==> src/rtl/uno_pkg.sv <==
// Shared definitions for the uno sequencer: op codes, controller states and the
// default operand width.
package uno_pkg;

   localparam int MAC_BW = 12;

   typedef enum logic [1:0] {
      OP_MAC = 2'b00,
      OP_DIV = 2'b01,
      OP_EXP = 2'b10,
      OP_LOG = 2'b11
   } op_e;

   typedef enum logic [2:0] {
      ST_IDLE,
      ST_MACS,
      ST_POLY,
      ST_DRAIN,
      ST_HOLD
   } state_e;

endpackage

==> src/rtl/uno_coeff_rf.sv <==
// Polynomial coefficient table: 4 ops x 16 index slots, synchronous write,
// combinational read. Slots at or above ORDER are never written by the controller.
module uno_coeff_rf #(
   parameter int MAC_BW = 12
) (
   input  logic              clk,
   input  logic              rst_n,
   input  logic              we,
   input  logic [1:0]        wr_op,
   input  logic [3:0]        wr_idx,
   input  logic [MAC_BW-1:0] wr_data,
   input  logic [1:0]        rd_op,
   input  logic [3:0]        rd_idx,
   output logic [MAC_BW-1:0] rd_data
);

   logic [MAC_BW-1:0] mem [64];

   always_ff @(posedge clk or negedge rst_n) begin
      if (!rst_n) begin
         // NOTE: the table must read back as zero after reset, so this memory is built from resettable flops rather than a RAM macro.
         for (int i = 0; i < 64; i++) mem[i] <= '0;
      end else if (we) begin
         mem[{wr_op, wr_idx}] <= wr_data;
      end
   end

   assign rd_data = mem[{rd_op, rd_idx}];

endmodule

==> src/rtl/uno_ctrl.sv <==
// Request sequencer for the uno processing element: drives registered uno controls,
// walks the Horner steps for div/exp/log and returns one captured mac_o per request.
module uno_ctrl #(
   parameter int MAC_BW  = uno_pkg::MAC_BW,
   parameter int ORDER   = 4,
   parameter int MAC_LAT = 1
) (
   input  logic                clk,
   input  logic                rst_n,
   input  logic                req_valid,
   output logic                req_ready,
   input  logic [1:0]          req_op,
   input  logic [MAC_BW-1:0]   req_x,
   input  logic [MAC_BW-1:0]   req_y,
   input  logic [2*MAC_BW-1:0] req_z,
   input  logic                req_last,
   input  logic                cfg_we,
   input  logic [1:0]          cfg_op,
   input  logic [3:0]          cfg_idx,
   input  logic [MAC_BW-1:0]   cfg_data,
   output logic                cfg_err,
   output logic [1:0]          uno_op,
   output logic [MAC_BW-1:0]   uno_x,
   output logic [MAC_BW-1:0]   uno_y,
   output logic [2*MAC_BW-1:0] uno_z,
   output logic [MAC_BW-1:0]   uno_coeff,
   output logic                uno_first,
   output logic                uno_last,
   output logic                uno_acc_en,
   input  logic [2*MAC_BW-1:0] mac_o,
   output logic                res_valid,
   input  logic                res_ready,
   output logic [2*MAC_BW-1:0] res_data
);
   import uno_pkg::*;

   localparam int         DW        = 2 * MAC_BW;
   localparam int         DCW       = $clog2(MAC_LAT + 2);
   localparam logic [3:0] LAST_STEP = 4'(ORDER);

   state_e            state, state_n;
   op_e               op_q, op_n;
   logic [MAC_BW-1:0] x_q, x_n, y_q, y_n;
   logic [3:0]        step_q, step_n, poly_step, rd_idx;
   logic [DCW-1:0]    drain_q, drain_n;
   logic [1:0]        rd_op, uno_op_n;
   logic [MAC_BW-1:0] rd_data, uno_x_n, uno_y_n, uno_coeff_n;
   logic [DW-1:0]     uno_z_n, res_data_n;
   logic              uno_first_n, uno_last_n, uno_acc_en_n, res_valid_n;
   logic              accept, cfg_ok;

   assign req_ready = (state == ST_IDLE) || (state == ST_MACS);
   assign accept    = req_valid && req_ready;
   // A write is refused when its index is out of range or its op is being evaluated.
   assign cfg_ok    = cfg_we && (cfg_idx < LAST_STEP) && !((state == ST_POLY) && (cfg_op == op_q));

   // The table is read for the step about to be registered, not the one on the outputs.
   assign poly_step = (state == ST_POLY) ? step_q + 4'd1 : 4'd0;
   assign rd_op     = (state == ST_POLY) ? op_q : req_op;
   assign rd_idx    = LAST_STEP - 4'd1 - poly_step;

   uno_coeff_rf #(.MAC_BW(MAC_BW)) u_coeff_rf (
      .clk     (clk),
      .rst_n   (rst_n),
      .we      (cfg_ok),
      .wr_op   (cfg_op),
      .wr_idx  (cfg_idx),
      .wr_data (cfg_data),
      .rd_op   (rd_op),
      .rd_idx  (rd_idx),
      .rd_data (rd_data)
   );

   always_comb begin
      // NOTE: every signal written here gets a default first, so no path through the case can infer a latch.
      state_n      = state;
      op_n         = op_q;
      x_n          = x_q;
      y_n          = y_q;
      step_n       = step_q;
      drain_n      = drain_q;
      uno_op_n     = OP_MAC;
      uno_x_n      = '0;
      uno_y_n      = '0;
      uno_z_n      = '0;
      uno_coeff_n  = '0;
      uno_first_n  = 1'b0;
      uno_last_n   = 1'b0;
      uno_acc_en_n = 1'b1;
      res_valid_n  = res_valid;
      res_data_n   = res_data;
      unique case (state)
         ST_IDLE: if (accept) begin
            if (req_op == OP_MAC) begin
               uno_x_n      = req_x;
               uno_y_n      = req_y;
               uno_z_n      = req_z;
               uno_acc_en_n = 1'b0;
               // The last beat is still on the uno inputs during the first drain cycle.
               if (req_last) begin
                  state_n = ST_DRAIN;
                  drain_n = DCW'(MAC_LAT + 1);
               end else begin
                  state_n = ST_MACS;
               end
            end else begin
               op_n        = op_e'(req_op);
               x_n         = req_x;
               y_n         = req_y;
               step_n      = '0;
               state_n     = ST_POLY;
               uno_op_n    = req_op;
               uno_x_n     = req_x;
               uno_y_n     = req_y;
               uno_coeff_n = rd_data;
               uno_first_n = 1'b1;
            end
         end
         ST_MACS: if (accept) begin
            if (req_op == OP_MAC) begin
               uno_x_n = req_x;
               uno_y_n = req_y;
            end
            // A non-MAC op here closes the vector and its operands are dropped.
            if (req_last || (req_op != OP_MAC)) begin
               state_n = ST_DRAIN;
               drain_n = DCW'(MAC_LAT + 1);
            end
         end
         ST_POLY: begin
            if (step_q == LAST_STEP) begin
               state_n = ST_DRAIN;
               drain_n = DCW'(MAC_LAT);
            end else begin
               step_n      = poly_step;
               uno_op_n    = op_q;
               uno_x_n     = x_q;
               uno_y_n     = y_q;
               uno_last_n  = (poly_step == LAST_STEP);
               uno_coeff_n = uno_last_n ? '0 : rd_data;
            end
         end
         ST_DRAIN: begin
            if (drain_q == DCW'(1)) begin
               res_valid_n = 1'b1;
               res_data_n  = mac_o;
               state_n     = ST_HOLD;
            end else begin
               drain_n = drain_q - DCW'(1);
            end
         end
         ST_HOLD: if (res_ready) begin
            res_valid_n = 1'b0;
            state_n     = ST_IDLE;
         end
         default: state_n = ST_IDLE;
      endcase
   end

   // NOTE: state is updated with non-blocking assignments so every flop samples pre-edge values.
   always_ff @(posedge clk or negedge rst_n) begin
      if (!rst_n) begin
         state      <= ST_IDLE;
         op_q       <= OP_MAC;
         x_q        <= '0;
         y_q        <= '0;
         step_q     <= '0;
         drain_q    <= '0;
         uno_op     <= '0;
         uno_x      <= '0;
         uno_y      <= '0;
         uno_z      <= '0;
         uno_coeff  <= '0;
         uno_first  <= 1'b0;
         uno_last   <= 1'b0;
         uno_acc_en <= 1'b1;
         res_valid  <= 1'b0;
         res_data   <= '0;
         cfg_err    <= 1'b0;
      end else begin
         state      <= state_n;
         op_q       <= op_n;
         x_q        <= x_n;
         y_q        <= y_n;
         step_q     <= step_n;
         drain_q    <= drain_n;
         uno_op     <= uno_op_n;
         uno_x      <= uno_x_n;
         uno_y      <= uno_y_n;
         uno_z      <= uno_z_n;
         uno_coeff  <= uno_coeff_n;
         uno_first  <= uno_first_n;
         uno_last   <= uno_last_n;
         uno_acc_en <= uno_acc_en_n;
         res_valid  <= res_valid_n;
         res_data   <= res_data_n;
         cfg_err    <= cfg_we && !cfg_ok;
      end
   end

endmodule

==> config.mk <==
export PLATFORM = sky130hd
export DESIGN_NAME = uno_ctrl
export DESIGN_NICKNAME = d
export VERILOG_FILES = /design/src/rtl/uno_pkg.sv /design/src/rtl/uno_coeff_rf.sv /design/src/rtl/uno_ctrl.sv
export SDC_FILE = /design/constraint.sdc
export NUM_CORES = 1
export LEC_CHECK = 0
export ABC_AREA = 1
export ABC_CLOCK_PERIOD_IN_PS = 5500
export CAP_MARGIN = 0
export CORE_ASPECT_RATIO = 1.75
export CORE_MARGIN = 2
export CORE_UTILIZATION = 64
export CTS_CLUSTER_SIZE = 25
export DETAILED_ROUTE_END_ITERATION = 10
export PLACE_DENSITY_LB_ADDON = 0.08
export SETUP_SLACK_MARGIN = 0.2
export SLEW_MARGIN = 20
export SYNTH_ARGS = -nofsm -noshare
export SYNTH_HDL_FRONTEND = slang
export SYNTH_SLANG_ARGS = --single-unit
==> constraint.sdc <==
create_clock -name clk -period 5.5 [get_ports clk]
set_input_delay 0.825 -clock clk [delete_from_list [all_inputs] [get_ports clk]]
set_output_delay 0.825 -clock clk [all_outputs]
set_load 0.01 [all_outputs]
After elaboration in Yosys (flattened, before gate mapping)
Cells that the tools add are included.

operators by class
  $add $sub $neg = 3
  $lt $le $gt $ge = 4
  equal/unequal tests = 19
  muxes and demuxes = 61
  bitwise operators = 3
  reduce and logical (&&, ||, !) cells = 22

operators with widths
  cell                count
  $bwmux 768          1
  $mux 12             15
  $bmux 12 s6         1
  $demux 12 s6        1
  $mux 24             3
  $pmux 12 s3         2
  $mux 2              12
  $pmux 12 s2         1
  $mux 3              7
  $mux 4              4
  $ne 2x2->1 const B  8
  $pmux 3 s5          1
  $ge 7x7->1 const B  2
  $not 6->7           2
  $mux 1              9
  $eq 4x3->1 const B  2
  $pmux 2 s4          1
  $pmux 4 s2          1
  $reduce_and 8->1    1
  $lt 7x1->1 const B  1
  $eq 3x2->1 const B  2
  $logic_and 1x1->1   6
  $ne 2x1->1 const B  3
  $reduce_and 3->1    2
  20 further kinds    24

word-level totals
  register bits after elaboration = 894

Logic depth before layout (Yosys ltp)
Gate-level depths: netlist (run 1).

  depth in word-level cells = 10
  depth in mapped cells = 16

By module
A second synthesis (run 1) with hierarchy kept.

second synthesis, totals
  cells, all modules = 4880
  area total of the unflattened synthesis = 39756.9 um2

by module, submodules not included
  module        times used  cells each  area an instance (um2)  sequential area each (um2)
  uno_coeff_rf  1           4397        34688.3                 19218.4
  uno_ctrl      1           483         5068.6                  3154.3

Least setup slack after synthesis (run 1)
No wires, ideal clock.

  kind = reg-to-reg
  start point = register step_q[0]
  end point = register uno_coeff[4]
  library setup time = 0.117 ns
  data arrival time = 2.596 ns
  slack = 2.787 ns
  stages on the path, launching flop included = 16
  buffers on the path = 5
  period minus slack after synthesis = 2.713 ns
  cells stage by stage = dfrtp_1 > inv_1 > clkbuf_1 > buf_2 > buf_2 > o31ai_1 > nand3_1 > ha_1 > inv_1 > clkbuf_1 > buf_1 > nand3_1 > nand3_1 > nand2_1 > nor2_1 > nor2_1

on the way
  word-level cells in the longest chain between the ends = 10
  elaborated cells between the ends (all ways) = 14
  classes of those cells = 2 x add/sub; 2 x eq/ne; 9 x mux; 1 x bitwise

RTL lines
  element                                     RTL line                         text
  start, declared                             uno_ctrl.sv:44                   logic [3:0] step_q, step_n, poly_step, rd_idx;
  start signal, assigned                      uno_ctrl.sv:185                  step_q <= step_n;
  $add 4x1->4                                 uno_ctrl.sv:58                   assign poly_step = (state == ST_POLY) ? step_q + 4'd1 : 4'd0;
  $mux 4                                      uno_ctrl.sv:58
  $sub 2x4->4                                 uno_ctrl.sv:60                   assign rd_idx = LAST_STEP - 4'd1 - poly_step;
  $not 6->7 (implied by the code)             uno_coeff_rf.sv:28               assign rd_data = mem[{rd_op, rd_idx}];
  $bmux 12 s6                                 uno_coeff_rf.sv:28
  $mux 12 (implied by the code) (2 in a row)  uno_coeff_rf.sv:28
  $mux 12 (on tied branches)                  uno_ctrl.sv:140, uno_ctrl.sv:94
  $mux 12 (on tied branches)                  uno_ctrl.sv:131, uno_ctrl.sv:93
  $pmux 12 s2 (*)                             uno_ctrl.sv:92                   unique case (state)
  via uno_coeff_n[4]                          uno_ctrl.sv:47                   logic [MAC_BW-1:0] rd_data, uno_x_n, uno_y_n, uno_coeff_n;
  end signal, assigned                        uno_ctrl.sv:191                  uno_coeff <= uno_coeff_n;
  end, declared                               uno_ctrl.sv:26                   output logic [MAC_BW-1:0] uno_coeff,

Mark *: on every way through the listed nets, which the timed path passes. The rest lies on a longest branch. The select of a mux whose other input is x is not followed.
A chain may end at the register's enable or synchronous reset.

Worst setup path after layout (run 1)
  start point = register state[1]
  end point = register uno_coeff[2]

on the way
  word-level cells in the longest chain between the ends = 10
  elaborated cells between the ends (all ways) = 18
  classes of those cells = 1 x add/sub; 3 x eq/ne; 10 x mux; 1 x bitwise; 3 x reduce/logical

RTL lines
  element                                     RTL line                                        text
  start, declared                             uno_ctrl.sv:41                                  state_e state, state_n;
  start signal, assigned                      uno_ctrl.sv:181                                 state <= state_n;
  $eq 3x2->1                                  uno_ctrl.sv:58, uno_ctrl.sv:59, uno_ctrl.sv:92
  $mux 4                                      uno_ctrl.sv:58
  $sub 2x4->4                                 uno_ctrl.sv:60
  $not 6->7 (implied by the code)             uno_coeff_rf.sv:28
  $bmux 12 s6                                 uno_coeff_rf.sv:28
  $mux 12 (implied by the code) (2 in a row)  uno_coeff_rf.sv:28
  $mux 12 (on tied branches)                  uno_ctrl.sv:140, uno_ctrl.sv:94
  $mux 12 (on tied branches)                  uno_ctrl.sv:131, uno_ctrl.sv:93
  $pmux 12 s2 (*)                             uno_ctrl.sv:92
  via uno_coeff_n[2]                          uno_ctrl.sv:47

Marks and branches as above.

==> summary.md, run 1 <==
| Metric | Value |
|---|---|
| Fin. Hold Viols | 0 |
| FP Rows | between 100 and 150 |
| Full die area | slightly below 60000 µm² |
| Setup TNS | 0 ns |
| Synth Area in Adders | 0.00137 |
| Mean post-synth cell area | slightly below 9 µm² |
| Htree depth | 3 |
| CTS max path bufs | 3 |
| Residual DRC count | 0 |
| CTS tree | yes |
| Slack of the critical path | 1.43 ns |
| Via count | approximately 26000 |
| Worst Path Buf+Inv | 3 |
| I/O Buffers | approximately 190 |
| # Max-Cap Violations | 0 |
| Critical Path AT | ~4.6 ns |
| Seq cells post-synth | 894 |
| Critical Path Stages | 13 |
| Slowest stage delay, CP | ~0.63 ns |
| Seq/Total Area, Yosys | 0.615 |
| Worst path most repeated cell | nor2_1 |
| Sequential share of power | 0.414 |
| Fraction of layout cells with a size suffix above 1 | 0.0482 |
| Max-slew headroom | 0.251 |
| Initial Utilization | 0.647 |
| Netlist cell types | 31 |
| Cell Area, Synth | between 30000 and 40000 µm² |
| Antenna viol nets, final | 0 |
| Area delta synth->final | 7.38% |
| Die X | roughly 180 µm |
| Final net count | 3757 |
| Delay-heaviest family, CP | simple AND/OR/NAND/NOR gates |
| Switching Fraction | 0.341 |
| Fin crit share | 0.740 |
| Slowest cell on the critical path | nand3_4 |
| Global route overflow | 0 |
| Max Slew Vio Count | 0 |
| Switch Pwr | between 6 and 7 mW |
| Clk pin slew, worst setup/hold paths | roughly 0.07 ns |
| Final setup viols | 0 |
| Vias per cell | approximately 5.7 |
| PwrDens | around 450 nW/µm² |
| First-pass GRT wire length | ~140 mm |
| Average wire per standard cell | slightly above 20 µm |
| Post-synthesis xor/xnor area fraction | 0.000481 |
| Tightest Hold Check Type | in -> async |
| Clk Latency, worst-skew pair | 0.63 ns |
| Clock power frac | 0.322 |
| DR iter-0 viols | ~2400 |
| Io pins | between 150 and 200 |
| Status | complete, no violations |
| Detailed placement HPWL | between 50 and 60 mm |
| Post-synthesis mux area share | 0 |
| Initial DRT Pass Iterations | 8 |
| Critical Path RT | 6.00 ns |
| WS Path Type | reg -> reg |
| Initial antenna violation count | 0 |
| Synth Area in Compound Gates | 0.0365 |
| FF-to-FF path depth | 13 |
| Post-CTS Hold Buffers | 0 |
| Unrepaired setup endpoints after global routing | no |
| Syn_nets | 4274 |
| Fmax | 246 MHz |
| Synthesis Warnings | 0 |
| Combinational power share | 0.264 |
| Crit-path cells | inv_2, nor2_4, nand3_4, buf_4, buf_4, nand2_1, nand3_1, nand3_1, nand2_1, nor2_1, nor2_1, nor2_1, nor2_1 |
| Pint | about 12 mW |
| Gp weighted congestion | approximately 0.85 |
| Tot GR Track Use | 0.320 |
| Crit. End Element | flip-flop |
| CP Max Fanout | between 70 and 80 |
| ANT cells | 0 |
| CTS sink count | 894 |
| Crit path launch type | flip-flop |
| Post-Synthesis Cells | 4172 |
| Post-CTS sizing | 0 |
| Clock Skews | between 0.01 and 0.015 ns |
| Combinational family with the most area after synthesis | simple AND/OR/NAND/NOR gates |
| Vias in the first global route | 26608 |
| Worst VDD drop | between 0.5 and 0.6 mV |
| Static leakage | 18.7 nW |
| Simple-gate share of the synthesized area | 0.244 |
| Worst-Margin Slew | between 1 and 1.5 ns |
| Largest net degree at the start of global routing | 209 |
| Core area | 56300 µm² |
| Setup bufs post-CTS | 0 |
| Vert. Die Dim | about 320 µm |
| Pre-CTS setup slack | about 1.4 ns |
| Clock root buffer | clkbuf_16 |
| Reg-to-reg slack, setup | ~1.4 ns |
| Routed Wire Length | approximately 90 mm |
| Total CTS buffers | between 70 and 80 |
| Min Tclk post-route | roughly 4.1 ns |
| Filler cell count | 4230 |
## cells in the mapped netlist
| cell type | count | area, µm² |
|---|---|---|
| a21oi_1 | 2 | 10.0 |
| a31oi_1 | 1 | 6.26 |
| buf_1 | 14 | 52.6 |
| buf_2 | 104 | 521 |
| buf_4 | 15 | 113 |
| clkbuf_1 | 690 | 2590 |
| dfrtp_1 | 893 | 22300 |
| dfstp_2 | 1 | 26.3 |
| ha_1 | 4 | 50.1 |
| inv_1 | 122 | 458 |
| inv_2 | 6 | 22.5 |
| nand2_1 | 1032 | 3870 |
| nand2_2 | 1 | 6.26 |
| nand2_4 | 1 | 11.3 |
| nand3_1 | 806 | 4030 |
| nand3_2 | 2 | 20.0 |
| nand4_1 | 27 | 169 |
| nor2_1 | 179 | 672 |
| nor2_2 | 1 | 6.26 |
| nor2_4 | 1 | 11.3 |
| nor2_8 | 1 | 20.0 |
| nor3_1 | 4 | 20.0 |
| nor4_1 | 1 | 6.26 |
| nor4_4 | 1 | 21.3 |
| o211ai_1 | 2 | 15.0 |
| o21ai_0 | 254 | 1270 |
| o21ai_1 | 2 | 10.0 |
| o21ai_2 | 1 | 8.76 |
| o31ai_1 | 1 | 7.51 |
| or2_2 | 1 | 6.26 |
| xnor2_1 | 2 | 17.5 |
## routing by layer
metal	track usage	up-vias	part of all wire
li1	-	11855	-
met3	0.0460	280	0.057
met2	0.516	1033	0.49
met1	0.403	12347	0.39
met4	0.215	0	0.069
met5	0	-	0
## cells by family after synthesis
family                   count (synthesis)
AND/OR/NAND/NOR                       2058
XOR/XNOR                                 2
adder cells (fa/ha/maj)                  4
buffers and inverters                  951
AO/OA/AOI/OAI                          263
flip-flops                             894
## final timing paths
kind	startpoint	end
max	state[1]	uno_coeff[2]
max reg2reg	state[1]	uno_coeff[2]
min	rst_n	uno_z[14]
min reg2reg	u_coeff_rf.mem[454]	u_coeff_rf.mem[454]
max in group asynchronous	rst_n	u_coeff_rf.mem[480]
min in group clk	u_coeff_rf.mem[454]	u_coeff_rf.mem[454]
## power by group through the flow
stage	Combinational [mW]	Clock, mW	Sequential (mW)
6_report	4.65	5.67	7.27
2_1_floorplan	2.67	0	7.41
5_1_grt	5.02	6.02	7.30
3_5_place_dp	4.60	0	7.38
3_3_place_gp	4.54	0	7.37
4_1_cts	4.63	5.75	7.27
## flip-flops by register name, summed over array words and instances, names as in the netlist, 3 cells and up
name,count
step_q,4
x_q,12
y_q,12
uno_x,12
uno_z,24
res_data,24
uno_coeff,12
uno_y,12
state,3
u_coeff_rf.mem,768
## worst reg2reg max path: stages (launching register included)
cell and delay [ns]:
dfrtp_1 0.43, inv_2 0.10, nor2_4 0.47, nand3_4 0.64, buf_4 0.59, buf_4 0.47, nand2_1 0.19, nand3_1 0.09
nand3_1 0.13, nand2_1 0.06, nor2_1 0.48, nor2_1 0.12, nor2_1 0.12, nor2_1 0.05
## stage by stage
stage | cell area, µm² | cells | power (mW) | util | hold WS [ns]
finish | 39100 | 4473 | 17.6 | 0.695 | 0.265
CTS | 39100 | 4473 | 17.6 | 0.695 | 0.288
global route | 39100 | 4473 | 18.3 | 0.695 | 0.308
global placement | 36500 | 4335 | 11.9 | 0.648 | 0.365
detailed placement | 36500 | 4335 | 12.0 | 0.648 | 0.365
floorplan | 36400 | 4172 | 10.1 | - | 0.429
## placed cells by master, fill, tap and decap left out, drive strengths merged, types with 2 or more instances in the layout
cell           count
nor4               2
bufinv             6
nand3            808
nor2             182
o21ai            257
nor3               4
xnor2              2
nand4             27
clkbuf           115
clkdlybuf4s50    188
dfrtp            893
clkinv            13
nand2           1034
inv              131
o211ai             2
ha                 4
a21oi              2
buf               38
## cell type report
cell class / instances / area, µm² / share of cell area
sequential: 894 / 22400 / 0.572
multi-input combinational: 2327 / 10300 / 0.264
timing repair buffer: 226 / 2350 / 0.0601
clock buffer: 115 / 2330 / 0.0597
tap: 760 / 951 / 0.0243
inverter: 128 / 490 / 0.0125
clock inverter: 23 / 290 / 0.00743
(Power assumes the default switching activity.)
==> run 2, diff against run 1 <==
--- a/config.mk
+++ b/config.mk
@@ -6,11 +6,11 @@
 export NUM_CORES = 1
 export LEC_CHECK = 0
 export ABC_AREA = 1
-export ABC_CLOCK_PERIOD_IN_PS = 5500
+export ABC_CLOCK_PERIOD_IN_PS = 3300
 export CAP_MARGIN = 0
 export CORE_ASPECT_RATIO = 1.75
 export CORE_MARGIN = 2
-export CORE_UTILIZATION = 64
+export CORE_UTILIZATION = 54
 export CTS_CLUSTER_SIZE = 25
 export DETAILED_ROUTE_END_ITERATION = 10
 export PLACE_DENSITY_LB_ADDON = 0.08
==> constraint.sdc (replaced) <==
create_clock -name clk -period 3.3 [get_ports clk]
set_input_delay 0.495 -clock clk [delete_from_list [all_inputs] [get_ports clk]]
set_output_delay 0.495 -clock clk [all_outputs]
set_load 0.01 [all_outputs]
==> run 2 against run 1 <==
Compared with the run above: clock power increased by 75%; hold slack better by 0.11 ns; power grew 72%; register-to-register slack got worse by 0.99 ns; via count barely moved; non-clock buffer count rose by 54; critical path type unchanged; sequential cell count is the same; critical path depth up 1; critical endpoint is now uno_coeff[3].
==> summary.md, run 2 (same netlist as run 1, synthesis figures left out) <==
| Metric | Value |
|---|---|
| Status | complete, no violations |
| Setup TNS | 0 ns |
| Slowest stage delay, CP | roughly 0.54 ns |
| Critical Path RT | 3.87 ns |
| Die X | about 200 µm |
| Initial antenna violation count | 2 |
| Tightest Hold Check Type | reg -> reg |
| Total CTS buffers | 80 |
| Fmax | 350 MHz |
| Largest net degree at the start of global routing | 217 |
| ANT cells | 0 |
| Final setup viols | 0 |
| Crit-path cells | inv_2, nor2_4, nand3_4, inv_4, buf_12, buf_4, nand2_1, nand3_1, nand3_1, nand2_1, nor2_1, nor2_1, nor2_1, nor2_1 |
| Detailed placement HPWL | ~60 mm |
| Global route overflow | 0 |
| DR iter-0 viols | 2436 |
| Max reg flops | 768 |
| Biggest regs | u_coeff_rf.mem (768), res_data (24), uno_z (24) |
| Cell Count, Final, Fillers Out | ~4700 |
| Full die area | slightly below 70000 µm² |
| CTS max path bufs | 3 |
| Largest register by flop count | u_coeff_rf.mem |
| Gp weighted congestion | approximately 0.86 |
| Fraction of layout cells with a size suffix above 1 | 0.0647 |
| Clk Latency, worst-skew pair | approximately 0.64 ns |
| Via count | approximately 26000 |
| Vias in the first global route | between 20000 and 30000 |
| Max-slew headroom | 0.260 |
| Average wire per standard cell | 20.7 µm |
| Unrepaired setup endpoints after global routing | no |
| Critical Path AT | roughly 3.4 ns |
| Static leakage | between 15 and 20 nW |
| Slowest cell on the critical path | nor2_1 |
| Fin Hold WS | roughly 0.37 ns |
| CTS tree | yes |
| Core area | ~67000 µm² |
| Routed Wire Length | around 97 mm |
| Clock Skews | slightly above 0.03 ns |
| Worst path most repeated cell | nor2_1 |
| Commonest non-fill, non-tap cells in the layout | 1032 x nand2_1, 893 x dfrtp_1, 806 x nand3_1 |
| First-pass GRT wire length | about 150 mm |
| WS Path Type | reg -> reg |
| Post-CTS sizing | 0 |
| Most common cell after layout, fill and taps aside | nand2_1 |
| Htree depth | 3 |
| Fin crit share | 0.866 |
| Initial Utilization | 0.542 |
| Worst-Margin Slew | approximately 1.1 ns |
| Antenna viol nets, final | 0 |
| Min Tclk post-route | about 2.9 ns |
| Residual DRC count | 0 |
| Crit path launch type | flip-flop |
| Io pins | 190 |
| Filler cell count | 5825 |
| Initial DRT Pass Iterations | 5 |
| FP Rows | about 130 |
| Crit. End Element | flip-flop |
| CTS sink count | just under 900 |
| PwrDens | between 700 and 800 nW/µm² |
| Clock root buffer | clkbuf_16 |
| Cells after DPL | roughly 4500 |
| I/O Buffers | about 190 |
| Max Slew Vio Count | 0 |
| CP Max Fanout | 38 |
| Fin. Hold Viols | 0 |
| Area delta synth->final | 10.0% |
| Setup bufs post-CTS | 0 |
| Tot GR Track Use | 0.284 |
| Vias per cell | between 5 and 6 |
| Clk pin slew, worst setup/hold paths | ~0.070 ns |
| Vert. Die Dim | about 350 µm |
| Overall Power | 30.3 mW |
| Worst VDD drop | about 0.99 mV |
| Final net count | about 3800 |
| # Max-Cap Violations | 0 |
## run 2: cell count changes in the layout (fill, tap and decap cells not counted), moves of 3 or more
cell,change
buf_12,+16
buf_4,+37
bufinv_16,+3
clkinv_2,+5
clkbuf_16,+4
clkbuf_1,-5
## run 2: timing repair
item	CTS	global route
setup endpoints to repair	0	0
hold buffers	1	0
endpoints found under the hold margin	64	0
## run 2: critical path: cells and delay by family (launching register included)
kind	cells	cell delay, ns
simple gates	10	1.59
buf+inv	4	0.71
flops	1	0.46
## run 2: path summary, 6_finish.rpt
| check | end | slack [ns] | cells after the start | from |
|---|---|---|---|---|
| min in group asynchronous | u_coeff_rf.mem[229] | 0.48 | 2 | rst_n |
| min | u_coeff_rf.mem[426] | 0.37 | 0 | u_coeff_rf.mem[426] |
| max | uno_coeff[3] | 0.44 | 14 | state[1] |
| min reg2reg | u_coeff_rf.mem[426] | 0.37 | 0 | u_coeff_rf.mem[426] |
| max in group asynchronous | u_coeff_rf.mem[378] | 1.73 | 4 | rst_n |
| max reg2reg | uno_coeff[3] | 0.44 | 14 | state[1] |
## run 2: final cells by class
type	instances	area, µm²	share of cell area
Inverter	128	490	0.0122
Clock buffer	113	2400	0.0600
Multi-Input combinational cell	2327	10300	0.257
Clock inverter	30	397	0.00990
Tap cell	896	1120	0.0280
Timing Repair Buffer	280	2960	0.0739
Sequential cell	894	22400	0.559
## run 2: through the flow
step	area, µm²	worst slack, ns	util
final	40000	0.441	0.596
after CTS	40000	0.570	0.596
after detailed placement	37200	0.585	0.554
after floorplan	36400	0.587	-
after global placement	37200	0.592	0.554
after global routing	40000	0.376	0.596
## run 2: power breakdown
group / total [mW] / switching [mW] / internal (mW)
registers: 12.2 / 0.493 / 11.7
logic: 8.24 / 5.75 / 2.49
clock network: 9.92 / 4.13 / 5.79
total: 30.3 / 10.4 / 20.0
## run 2: per-layer routing
metal  up-vias  part of all wire  global-route usage
met1     12407              0.40               0.360
met3       208             0.057              0.0437
met4         4             0.053               0.148
met2       923              0.49               0.475
li1      11966                 -                   -
met5         -           0.00026                   0
==> run 3, diff against run 2 <==
--- a/config.mk
+++ b/config.mk
@@ -8,13 +8,12 @@
 export ABC_AREA = 1
 export ABC_CLOCK_PERIOD_IN_PS = 3300
 export CAP_MARGIN = 0
-export CORE_ASPECT_RATIO = 1.75
 export CORE_MARGIN = 2
 export CORE_UTILIZATION = 54
 export CTS_CLUSTER_SIZE = 25
 export DETAILED_ROUTE_END_ITERATION = 10
 export PLACE_DENSITY_LB_ADDON = 0.08
-export SETUP_SLACK_MARGIN = 0.2
+export SETUP_SLACK_MARGIN = 0.15
 export SLEW_MARGIN = 20
 export SYNTH_ARGS = -nofsm -noshare
 export SYNTH_HDL_FRONTEND = slang
==> run 3 against run 2 <==
Compared with the run above: sequential cell count did not move; combinational power shrank 0.5%; design area is 0.81% higher; wire length decreased by 3.8%; sequential power about the same; hold slack lost 0.0014 ns; fmax down 4.5%; critical path depth fell by 3; sequential share of layout area is 0.45 points lower; largest cell class unchanged; largest power group unchanged.
==> summary.md, run 3 (same netlist as run 1, synthesis figures left out) <==
| Metric | Value |
|---|---|
| CP Max Fanout | 48 |
| Filler cell count | around 5600 |
| Fin util | 0.603 |
| First-pass GRT wire length | approximately 150 mm |
| Fraction of layout cells with a size suffix above 1 | 0.0700 |
| Initial Utilization | 0.544 |
| Tightest Hold Check Type | in -> reg |
| Io pins | 190 |
| Largest register by flop count | u_coeff_rf.mem |
| ANT cells | 0 |
| Setup TNS | 0 ns |
| RR Endpoint | uno_coeff[3] |
| FP Rows | 95 |
| # Max-Cap Violations | 0 |
| Clk Latency, worst-skew pair | 0.65 ns |
| Full die area | about 70000 µm² |
| Most common cell after layout, fill and taps aside | nand2_1 |
| Pre-CTS setup slack | just over 0.4 ns |
| WS Path Type | reg -> reg |
| PwrDens | between 700 and 800 nW/µm² |
| Core area | approximately 67000 µm² |
| Area delta synth->final | 10.9% |
| Crit path launch type | flip-flop |
| Clock Skews | 0.0150 ns |
| Worst-Margin Slew | between 0.9 and 1 ns |
| Cell Count, Final, Fillers Out | 4673 |
| Fmax | roughly 330 MHz |
| Vias per cell | between 5 and 6 |
| FF-to-FF path depth | 11 |
| Residual DRC count | 0 |
| Vert. Die Dim | about 260 µm |
| Die X | ~260 µm |
| Worst VDD drop | 0.635 mV |
| CTS sink count | slightly below 900 |
| Max-slew headroom | 0.378 |
| Clk pin slew, worst setup/hold paths | roughly 0.060 ns |
| Routed Wire Length | about 93 mm |
| Gp weighted congestion | about 0.85 |
| Final setup viols | 0 |
| Largest net degree at the start of global routing | between 150 and 200 |
| Static leakage | 19.3 nW |
| Initial antenna violation count | 0 |
| Tot GR Track Use | 0.272 |
| Setup bufs post-CTS | 0 |
| Biggest regs | u_coeff_rf.mem (768), res_data (24), uno_z (24) |
| Critical Path AT | 3.52 ns |
| DR iter-0 viols | 2418 |
| Fin. Hold Viols | 0 |
| Critical Path RT | ~3.8 ns |
| Clock root buffer | clkbuf_16 |
| Antenna viol nets, final | 0 |
| Post-CTS sizing | 0 |
| CTS tree | yes |
| Average wire per standard cell | 19.9 µm |
| Slack of the critical path | 0.308 ns |
| WHS Path Cells | 3 |
| I/O Buffers | roughly 190 |
| Overall Power | about 31 mW |
| Worst Setup SP | state[2] |
| CTS max path bufs | 3 |
| Hold_sp | req_z[20] |
| Reg-to-reg slack, setup | about 0.31 ns |
| Max reg flops | approximately 770 |
| Final net count | between 3000 and 4000 |
| Cells after DPL | 4505 |
| Htree depth | 3 |
| Status | complete, no violations |
| Vias in the first global route | about 26000 |
| Fin crit share | 0.907 |
| Initial DRT Pass Iterations | 6 |
| Max Slew Vio Count | 0 |
| Worst r2r src | state[2] |
| Detailed placement HPWL | around 56 mm |
| Total CTS buffers | 92 |
| Crit. End Element | flip-flop |
| Via count | approximately 25000 |
| Unrepaired setup endpoints after global routing | no |
| Min Tclk post-route | 2.99 ns |
| Commonest non-fill, non-tap cells in the layout | 1032 x nand2_1, 893 x dfrtp_1, 806 x nand3_1 |
| Global route overflow | 0 |
| Critical Path End | uno_coeff[3] |
run 3: worst min path at each step:
stage / end / slack, ns
after global placement: u_coeff_rf.mem[235] / 0.36
final: uno_z[20] / 0.37
after floorplan: cfg_err / 0.20
after global routing: uno_z[14] / 0.34
after detailed placement: u_coeff_rf.mem[686] / 0.37
after CTS: uno_z[1] / 0.34
run 3: routing by layer:
| layer | share of wire | GRT usage | wire [µm] | vias up |
|---|---|---|---|---|
| li1 | - | - | - | 12022 |
| met1 | 0.44 | 0.389 | 41200 | 12460 |
| met2 | 0.46 | 0.422 | 43200 | 825 |
| met3 | 0.058 | 0.0439 | 5370 | 188 |
| met4 | 0.036 | 0.103 | 3350 | 0 |
| met5 | 0 | 0 | 0 | - |
run 3: cell type report:
class	instances	area [µm²]	share of cell area
inverter	128	490	0.0121
tap	873	1090	0.0271
clock inverter	40	448	0.0111
clock buffer	127	2640	0.0653
multi-input combinational	2327	10300	0.255
timing repair buffer	284	3030	0.0749
sequential	894	22400	0.554
run 3: worst max-delay path: stages, from the launching register on:
cell,delay (ns)
dfrtp_1,0.46
inv_2,0.10
nand2_1,0.10
nor2_4,0.28
nand3_1,0.17
ha_2,0.36
buf_4,0.61
nand3_1,0.27
nand3_1,0.13
nand3_1,0.14
nand2_1,0.18
nor2_1,0.06
run 3: power breakdown:
part           switching (mW)  internal [mW]  leakage [nW]
clock                    4.31           6.22          1.53
combinational            5.60           2.60          5.47
sequential              0.455           11.7          12.3
total                    10.4           20.5          19.3
run 3: metrics by stage:
| step | cell area (µm²) | hold slack [ns] |
|---|---|---|
| detailed placement | 37300 | 0.365 |
| finish | 40400 | 0.373 |
| CTS | 40400 | 0.336 |
| global route | 40400 | 0.339 |
| global placement | 37300 | 0.365 |
| floorplan | 36400 | 0.199 |
run 3: repair_timing:
item	in CTS	in global routing
hold buffers	1	0
endpoints found under the setup margin	0	0
endpoints found under the hold margin	64	0
